--- src/rtl/mult_div_unit_pkg.sv ---
// Shared definitions for the iterative multiply/divide unit: op encodings,
// FSM states, iteration count and the operand magnitude helper.
package mult_div_unit_pkg;

    localparam logic [1:0] MD_MULT  = 2'b00;
    localparam logic [1:0] MD_MULTU = 2'b01;
    localparam logic [1:0] MD_DIV   = 2'b10;
    localparam logic [1:0] MD_DIVU  = 2'b11;

    localparam int unsigned MD_ITER_COUNT = 32;
    localparam logic [4:0]  MD_CNT_LOAD   = 5'(MD_ITER_COUNT - 1);

    typedef enum logic [1:0] {
        ST_IDLE = 2'd0,
        ST_CALC = 2'd1,
        ST_DONE = 2'd2
    } md_state_e;

    // Magnitude of a value; unsigned operations pass the value through.
    function automatic logic [31:0] md_mag(input logic [31:0] value, input logic is_signed);
        if (is_signed && value[31]) begin
            md_mag = 32'd0 - value;
        end else begin
            md_mag = value;
        end
    endfunction

endpackage

--- src/rtl/mult_div_step.sv ---
// One combinational iteration: shift-add multiply step or restoring divide
// step on a 64-bit accumulator ({hi, lo} product or {remainder, quotient}).
module mult_div_step
    import mult_div_unit_pkg::*;
(
    input  logic [63:0] acc,
    input  logic [31:0] operand,
    input  logic        is_div,
    output logic [63:0] acc_next,
    output logic        q_bit
);

    logic [32:0] sum_s;
    logic [32:0] shifted_rem_s;
    logic [32:0] diff_s;

    // Multiply adds the multiplicand into hi when lo[0] is set and shifts right;
    // divide shifts the next dividend bit into the 33-bit partial remainder and
    // keeps the trial subtraction when it does not borrow.
    always_comb begin
        sum_s         = {1'b0, acc[63:32]} + {1'b0, operand};
        shifted_rem_s = acc[63:31];
        diff_s        = shifted_rem_s - {1'b0, operand};
        acc_next      = 64'd0;
        q_bit         = 1'b0;
        if (is_div) begin
            if (!diff_s[32]) begin
                acc_next = {diff_s[31:0], acc[30:0], 1'b0};
                q_bit    = 1'b1;
            end else begin
                acc_next = {shifted_rem_s[31:0], acc[30:0], 1'b0};
                q_bit    = 1'b0;
            end
        end else begin
            if (acc[0]) begin
                acc_next = {sum_s, acc[31:1]};
            end else begin
                acc_next = {1'b0, acc[63:1]};
            end
        end
    end

endmodule

--- src/rtl/mult_div_unit.sv ---
// Iterative 32-cycle multiply/divide unit writing hi/lo through a one-cycle
// strobe; busy stalls dependent instructions until the result is written.
module mult_div_unit
    import mult_div_unit_pkg::*;
(
    input  logic        clock,
    input  logic        reset_n,
    input  logic        start,
    input  logic [1:0]  op,
    input  logic [31:0] operand_a,
    input  logic [31:0] operand_b,
    input  logic        cancel,
    output logic        busy,
    output logic        control_hilo_write,
    output logic [31:0] reg_hi_w,
    output logic [31:0] reg_lo_w
);

    md_state_e   state_r;
    logic [4:0]  cnt_r;
    logic [63:0] acc_r;
    logic [31:0] operand_r;
    logic        is_div_r;
    logic        neg_q_r;
    logic        neg_r_r;
    logic [31:0] hi_r;
    logic [31:0] lo_r;

    logic [63:0] step_acc_s;
    logic        q_bit_s;
    logic [63:0] next_acc_s;
    logic [63:0] neg_acc_s;
    logic [31:0] fix_hi_s;
    logic [31:0] fix_lo_s;
    logic        is_signed_s;
    logic        is_div_s;
    logic        a_neg_s;
    logic        b_neg_s;
    logic        div_zero_s;

    mult_div_step u_step (
        .acc      (acc_r),
        .operand  (operand_r),
        .is_div   (is_div_r),
        .acc_next (step_acc_s),
        .q_bit    (q_bit_s)
    );

    assign is_signed_s = (op == MD_MULT) || (op == MD_DIV);
    assign is_div_s    = (op == MD_DIV) || (op == MD_DIVU);
    assign a_neg_s     = is_signed_s & operand_a[31];
    assign b_neg_s     = is_signed_s & operand_b[31];
    assign div_zero_s  = is_div_s && (operand_b == 32'd0);
    assign next_acc_s  = step_acc_s | {63'd0, q_bit_s};
    assign neg_acc_s   = 64'd0 - next_acc_s;

    // Sign fixup of the final step's result, captured into hi_r/lo_r on entry to DONE.
    always_comb begin
        fix_hi_s = next_acc_s[63:32];
        fix_lo_s = next_acc_s[31:0];
        if (is_div_r) begin
            fix_hi_s = neg_r_r ? (32'd0 - next_acc_s[63:32]) : next_acc_s[63:32];
            fix_lo_s = neg_q_r ? (32'd0 - next_acc_s[31:0]) : next_acc_s[31:0];
        end else if (neg_q_r) begin
            fix_hi_s = neg_acc_s[63:32];
            fix_lo_s = neg_acc_s[31:0];
        end else begin
            fix_hi_s = next_acc_s[63:32];
            fix_lo_s = next_acc_s[31:0];
        end
    end

    // Control FSM with counter, operand/sign latches and result registers.
    always_ff @(posedge clock) begin
        if (!reset_n) begin
            state_r   <= ST_IDLE;
            cnt_r     <= 5'd0;
            acc_r     <= 64'd0;
            operand_r <= 32'd0;
            is_div_r  <= 1'b0;
            neg_q_r   <= 1'b0;
            neg_r_r   <= 1'b0;
            hi_r      <= 32'd0;
            lo_r      <= 32'd0;
        end else if (cancel) begin
            state_r <= ST_IDLE;
        end else begin
            case (state_r)
                ST_IDLE: begin
                    if (start) begin
                        is_div_r <= is_div_s;
                        neg_q_r  <= a_neg_s ^ b_neg_s;
                        neg_r_r  <= a_neg_s;
                        cnt_r    <= MD_CNT_LOAD;
                        // Multiply shifts the multiplier out of lo; divide shifts the dividend out.
                        if (is_div_s) begin
                            acc_r     <= {32'd0, md_mag(operand_a, is_signed_s)};
                            operand_r <= md_mag(operand_b, is_signed_s);
                        end else begin
                            acc_r     <= {32'd0, md_mag(operand_b, is_signed_s)};
                            operand_r <= md_mag(operand_a, is_signed_s);
                        end
                        if (div_zero_s) begin
                            hi_r    <= operand_a;
                            lo_r    <= 32'hFFFF_FFFF;
                            state_r <= ST_DONE;
                        end else begin
                            state_r <= ST_CALC;
                        end
                    end else begin
                        state_r <= ST_IDLE;
                    end
                end
                ST_CALC: begin
                    acc_r <= next_acc_s;
                    if (cnt_r == 5'd0) begin
                        hi_r    <= fix_hi_s;
                        lo_r    <= fix_lo_s;
                        state_r <= ST_DONE;
                    end else begin
                        cnt_r   <= cnt_r - 5'd1;
                        state_r <= ST_CALC;
                    end
                end
                ST_DONE: begin
                    state_r <= ST_IDLE;
                end
                default: begin
                    state_r <= ST_IDLE;
                end
            endcase
        end
    end

    assign busy               = (state_r != ST_IDLE);
    assign control_hilo_write = (state_r == ST_DONE) & ~cancel;
    assign reg_hi_w           = hi_r;
    assign reg_lo_w           = lo_r;

endmodule
--- config.mk ---
export PLATFORM = sky130hd
export DESIGN_NAME = mult_div_unit
export DESIGN_NICKNAME = d
export VERILOG_FILES = /design/src/rtl/mult_div_unit_pkg.sv /design/src/rtl/mult_div_step.sv /design/src/rtl/mult_div_unit.sv
export SDC_FILE = /design/constraint.sdc
export NUM_CORES = 1
export LEC_CHECK = 0
export ABC_CLOCK_PERIOD_IN_PS = 6100
export BUFFER_PORTS_ARGS = -buffer_cell sky130_fd_sc_hd__buf_2
export CAP_MARGIN = 25
export CORE_UTILIZATION = 50
export DETAILED_ROUTE_END_ITERATION = 6
export GPL_ROUTABILITY_DRIVEN = 0
export PLACE_DENSITY = 0.69
export SYNTH_ARGS = -nofsm -noshare
export SYNTH_HDL_FRONTEND = slang
export SYNTH_HIERARCHICAL = 1
export SYNTH_SLANG_ARGS = --single-unit
--- constraint.sdc ---
create_clock -name clock -period 6.1 [get_ports clock]
set_input_delay 0.305 -clock clock [delete_from_list [all_inputs] [get_ports clock]]
set_output_delay 0.305 -clock clock [all_outputs]
set_load 0.05 [all_outputs]
* Word-level counts from Yosys, hierarchy flattened
Index checks and enable logic that the tools add are counted.
** Cells by class
- $add $sub $neg :: 8
- Eq/ne operators :: 8
- Mux-type cells :: 32
- Bitwise logic cells :: 7
- Reduce and logical (&&, ||, !) cells :: 16
** Operators by type and width (number)
- 32-bit two-way mux :: 16
- 64-bit two-way mux :: 4
- 32-bit one-hot mux with 2 select lines :: 2
- 64-bit one-hot mux with 2 select lines :: 1
- 1-bit by 32-bit subtractor with 32-bit output (first input constant) :: 4
- 64-bit by 1-bit bitwise OR with 64-bit output :: 1
- 1-bit by 64-bit subtractor with 64-bit output (first input constant) :: 1
- 32-bit by 32-bit adder with 33-bit output :: 1
- 33-bit by 32-bit subtractor with 33-bit output :: 1
- 32-bit logical NOT :: 1
- 5-bit two-way mux :: 2
- 5-bit one-hot mux with 2 select lines :: 1
- 2-bit inequality test (second input constant) :: 4
- 2-bit == test (second input constant) :: 3
- 2-bit two-way mux :: 3
- 3-bit AND reduction :: 2
- 5-bit logical NOT :: 1
- 5-bit AND reduction :: 1
- 5-bit by 1-bit subtractor with 5-bit output (second input constant) :: 1
- 2-bit logical NOT :: 2
- 2-bit one-hot mux with 2 select lines :: 1
- 4-bit AND reduction :: 1
- 2-bit nonzero test :: 2
- 1-bit bitwise AND :: 3
- other kinds (7) :: 12
** Storage, ports and cells
- Bits in registers :: 170
- Input bits :: 70
- Word-level logic and storage cells :: 80

* Logic depth before layout (Yosys ltp)
- Word-level depth :: 9
- Mapped depth :: 23
- Depth with buffers taken out :: 21

* Modules after synthesis
The synthesis kept the hierarchy.
** Modules (own cells, without submodules)
- mult_div_unit :: times used 1, cells an instance 1325, area an instance 10109.7 um^2, sequential area each 3403.3 um^2
- mult_div_step :: times used 1, cells an instance 712, area an instance 4810.9 um^2, sequential area each 0.0 um^2

* Least setup slack after synthesis
No wires, ideal clock.
- Path kind :: reg-to-reg
- Start point :: reg acc_r[31]
- End point :: reg hi_r[22] (netlist: reg_hi_w[22])
- Arrival :: 4849 ps
- Required time :: 5967 ps
- Slack :: 1118 ps
- Stages on the path, launching flop included :: 24
- Buffers on the path :: 2
- Clock period less this slack :: 4982 ps
- Cells stage by stage :: dfxtp_1 -> inv_1 -> ha_1 -> fa_1 -> nand2b_1 -> a21o_1 -> a31oi_4 -> o211ai_1 -> and3_1 -> nor4_1 -> buf_2 -> buf_4 -> nor2_1 -> a211oi_1 -> a21oi_1 -> inv_1 -> ha_1 -> nor3b_1 -> nand4_1 -> or4_1 -> o41ai_1 -> o21ai_0 -> xnor2_1 -> a21oi_1
** On the way
- Longest elaborated chain between the ends :: 9
- Elaborated cells on any way between the ends :: 14
** Ends and longest elaborated chain
- from (decl) :: line mult_div_unit.sv:21 : logic [63:0] acc_r;
- from (signal assigned) :: line mult_div_unit.sv:97 : acc_r <= {32'd0, md_mag(operand_a, is_signed_s)};
- from (signal assigned) :: line mult_div_unit.sv:100 : acc_r <= {32'd0, md_mag(operand_b, is_signed_s)};
- from (signal assigned) :: line mult_div_unit.sv:115 : acc_r <= next_acc_s;
- 33-bit by 32-bit subtractor with 33-bit output :: line mult_div_step.sv:23 : diff_s = shifted_rem_s - {1'b0, operand};
- 64-bit two-way mux * :: line mult_div_step.sv:27 : if (!diff_s[32]) begin
- 64-bit two-way mux * :: line mult_div_step.sv:26 : if (is_div) begin
- via step_acc_s[32] :: line mult_div_unit.sv:29 : logic [63:0] step_acc_s;
- 64-bit by 1-bit bitwise OR with 64-bit output * :: line mult_div_unit.sv:54 : assign next_acc_s = step_acc_s | {63'd0, q_bit_s};
- 1-bit by 64-bit subtractor with 64-bit output / 1-bit by 32-bit subtractor with 32-bit output (equally long branches) :: line mult_div_unit.sv:55, mult_div_unit.sv:62
- 32-bit two-way mux, on equally long branches :: line mult_div_unit.sv:64, mult_div_unit.sv:62
- 32-bit two-way mux * :: line mult_div_unit.sv:61 : if (is_div_r) begin
- 32-bit two-way mux * :: line mult_div_unit.sv:116 : if (cnt_r == 5'd0) begin
- 32-bit one-hot mux with 2 select lines * :: line mult_div_unit.sv:88 : case (state_r)
- to (signal assigned) :: line mult_div_unit.sv:104 : hi_r <= operand_a;
- to (signal assigned) :: line mult_div_unit.sv:117 : hi_r <= fix_hi_s;
- to (decl) :: line mult_div_unit.sv:26 : logic [31:0] hi_r;
Mark *: on every way through the listed nets, which the timed path passes. The rest lies on a longest branch. The select of a mux whose other input is x is not followed.
A chain may end at the register's enable or synchronous reset.

* Final worst setup path
- Start point :: reg acc_r[31]
- End point :: reg hi_r[2] (netlist: reg_hi_w[2])
** On the way
- Longest elaborated chain between the ends :: 9
- Elaborated cells on any way between the ends :: 14
** Ends and longest elaborated chain
- 33-bit by 32-bit subtractor with 33-bit output :: line mult_div_step.sv:23
- 1-bit two-way mux :: line mult_div_step.sv:27
- 1-bit two-way mux :: line mult_div_step.sv:26
- via q_bit_s :: line mult_div_unit.sv:30 : logic q_bit_s;
- 64-bit by 1-bit bitwise OR with 64-bit output :: line mult_div_unit.sv:54
- 1-bit by 64-bit subtractor with 64-bit output :: line mult_div_unit.sv:55 : assign neg_acc_s = 64'd0 - next_acc_s;
- 32-bit two-way mux :: line mult_div_unit.sv:64 : end else if (neg_q_r) begin
- 32-bit two-way mux :: line mult_div_unit.sv:61
- 32-bit two-way mux :: line mult_div_unit.sv:116
- 32-bit one-hot mux with 2 select lines :: line mult_div_unit.sv:88
The timed path passes the listed nets, and every way through them passes these cells. The select of a mux whose other input is x is not followed.

==> flow_metrics.py <==
metrics = {
    "status": {
        "outcome": "complete, but fails checks",
        "violations": "design-rule violations",
    },
    "timing": {
        "layout_setup_ws_ns": 0.664,
        "clock-skew-final_ns": 0.0124,
        "layout_min_cycle_time_ns": 5.44,
        "fmax_ghz": 0.184,
        "hold_ws_ns": 0.167,
        "worstMarginPinSlew_ns": 0.973,
        "min_period_over_period_pct": 89.1,
        "rsz0062_at_grt": "no",
        "slew_violations": 0,
        "setup_viol": 0,
        "hold_viol": 0,
        "relSlewSlack_pct": 34.5,
        "final.setup.tns_ns": 0,
    },
    "route": {
        "drt_iter0_markers": 2217,
        "drc": 3,
        "firstDrtPassIters": 7,
        "wl_um": 55300,
        "final_antenna_net_count": 0,
        "avgRoutedWirePerCell_um": 22.2,
        "via_count": 16600,
        "viasPerCell": 6.67,
    },
    "cts": {
        "cts_resized": 0,
        "post-cts-setup-buffers": 0,
        "path_clk_slew_ns": 0.08,
        "clkSinkCount": 170,
        "ctsHoldBuffers": 0,
        "clock_latency_ns": 0.46,
        "cts-root-buf": "clkbuf_16",
        "clk_path_buf_depth": 2,
        "numCtsBuffers": 17,
        "cts_tree": "built",
        "h-tree-depth": 4,
    },
    "die": {
        "start_util_pct": 51.4,
        "die_width_um": 175,
        "dieHeight_um": 175,
        "fp.coreArea_um2": 29000,
        "io-pin-count": 136,
        "dieArea_um2": 30500,
        "row_count": 62,
    },
    "layout": {
        "layout-drive-gt1-share_pct": 14.1,
        "final_cells": 2492,
        "multi_input_area_um2": 10800,
        "seqCellArea_um2": 3410,
        "areaGrowthSynthToFinish_pct": 10.5,
        "num-nets-final": 2237,
        "antennaDiodeCount": 0,
        "fill_cells": 2745,
    },
    "critical_path": {
        "crit_fanout": 13,
        "arrival_ns": 5.82,
        "startpoint_type": "flop",
        "critical_path_class": "flop to flop",
        "cp.required_ns": 6.49,
        "endpoint_kind": "flop",
    },
    "global_routing": {
        "grt_max_degree": 82,
        "grt.total_usage_pct": 35.3,
        "grt_pass1_wl_um": 84700,
        "grt_pass1_vias": 15100,
        "grt_overflow": 0,
        "antenna_found_initial": 0,
    },
    "power": {
        "cellPowerDensity_nw_per_um2": 212,
        "peakVddDrop_mv": 0.218,
        "p_leak_nw": 6.85,
    },
    "synth": {
        "synthMuxAreaShare_pct": 3.97,
        "synth-adder-area-share_pct": 6.14,
        "ys_types": 82,
        "synth_seq_area_share_pct": 22.8,
        "ys.flop_type": "dfxtp_1",
        "async_reset_ff_share_pct": 0,
        "synth_xor_area_share_pct": 9.86,
        "ys_ff_latch": 170,
        "netlist_area_um2": 14900,
        "yosys.area_share.simple_pct": 23.1,
        "synthCells": 2037,
        "yosysWarnings": 6,
        "synth_fp_nets": 2179,
        "synth-edff-count": 0,
        "synth_top_family_by_area": "compound AO/OA/AOI/OAI gates",
        "syn_avg_cell_area_um2": 7.32,
        "synth_compound_area_share_pct": 28.8,
    },
    "placement": {
        "hpwlAfterDp_um": 41000,
        "dp.cells": 2460,
        "io_buffers": 135,
        "pre_cts_ws_ns": 0.837,
    },
    "worst_hold_path": {
        "min_path_type": "input pin to flop",
    },
    "job": {
        "drv_cap": 0,
    },
}
power breakdown:
part	switching, W	total (W)	internal (W)
Combinational	0.000698	0.00108	0.000378
Sequential	0.0000578	0.00122	0.00116
Clock	0.000546	0.00121	0.000666
stage by stage:
stage               area (um2)  util, %  power [W]
finish                   16500     56.8    0.00350
global placement         15900     54.7    0.00226
detailed placement       15900     54.7    0.00227
CTS                      16500     56.8    0.00346
floorplan                14900        -    0.00196
global route             16500     56.8    0.00361
routing by layer:
metal / wire [um] / global-route usage, % / vias to the layer above / share of wire (%)
met3: 6250 / 8.09 / 170 / 11
li1: - / - / 7587 / -
met2: 23200 / 52.1 / 1075 / 42
met4: 2600 / 17.6 / 2 / 4.7
met5: 34 / 0 / - / 0.062
met1: 23200 / 47.9 / 7799 / 42
sequential cells by signal, indices dropped and copies added, names as in the netlist:
register	cells
is_div_r	1
operand_r	32
cnt_r	5
reg_lo_w	32
state_r	2
neg_r_r	1
neg_q_r	1
reg_hi_w	32
acc_r	64
synth_stat cells (53+ instances only):
cell type / n / area [um2]
xor2_1: 78 / 683
nand2_1: 177 / 664
nor2_1: 201 / 754
a21oi_1: 219 / 1100
xnor2_1: 90 / 788
inv_1: 67 / 251
o21ai_0: 109 / 546
clkbuf_1: 103 / 387
a31oi_1: 53 / 332
nand3_1: 58 / 290
dfxtp_1: 170 / 3400
ha_1: 70 / 876
layout make-up:
| class | instances | share of cell area (%) |
|---|---|---|
| timing repair buffer | 174 | 5.87 |
| clock buffer | 18 | 2.66 |
| clock inverter | 14 | 1.12 |
| sequential | 170 | 20.7 |
| tap | 384 | 2.91 |
| inverter | 67 | 1.53 |
| multi-input combinational | 1665 | 65.2 |
critical path: stages (launching register included):
cell and delay [ns]:
dfxtp_1 0.36, inv_1 0.07, ha_1 0.23, fa_1 0.38, nand2b_1 0.20, a21o_1 0.21, a31oi_4 0.17, o211ai_1 0.21
and3_1 0.23, nor4_2 0.29, buf_4 0.25, nor2_1 0.16, nor2_1 0.15, ha_1 0.19, or3b_2 0.47, or4_1 0.57
o31ai_1 0.29, buf_4 0.23, o21ai_0 0.14, xor2_1 0.27, nand2_1 0.10, a31oi_1 0.19
final timing paths:
path                            cells past startpoint    startpoint  slack (ns)           end
worst max-delay path                               21     acc_r[31]        0.66   reg_hi_w[2]
worst min-delay path                                3  operand_a[2]        0.17   reg_hi_w[2]
worst max register to register                     21     acc_r[31]        0.66   reg_hi_w[2]
worst min register to register                      2  operand_r[7]        0.48  operand_r[7]
cell families after synthesis:
family | Yosys count
DFF | 170
and+or+nand+nor | 701
AOI/OAI and AO/OA | 669
xor gates and xnor gates | 168
adders and majority gates | 72
buffers and inverters | 202
muxes | 55
placed cells by master (no fill, tap or decap), types with 58 or more instances in the layout:
| cell type | synthesis | layout |
|---|---|---|
| a21oi_1 | 219 | 218 |
| buf_2 | 13 | 135 |
| dfxtp_1 | 170 | 168 |
| ha_1 | 70 | 70 |
| inv_1 | 67 | 66 |
| nand2_1 | 177 | 177 |
| nand3_1 | 58 | 58 |
| nor2_1 | 201 | 200 |
| o21ai_0 | 109 | 109 |
| xnor2_1 | 90 | 90 |
| xor2_1 | 78 | 78 |
No activity file was read; power rests on OpenSTA's default activity.
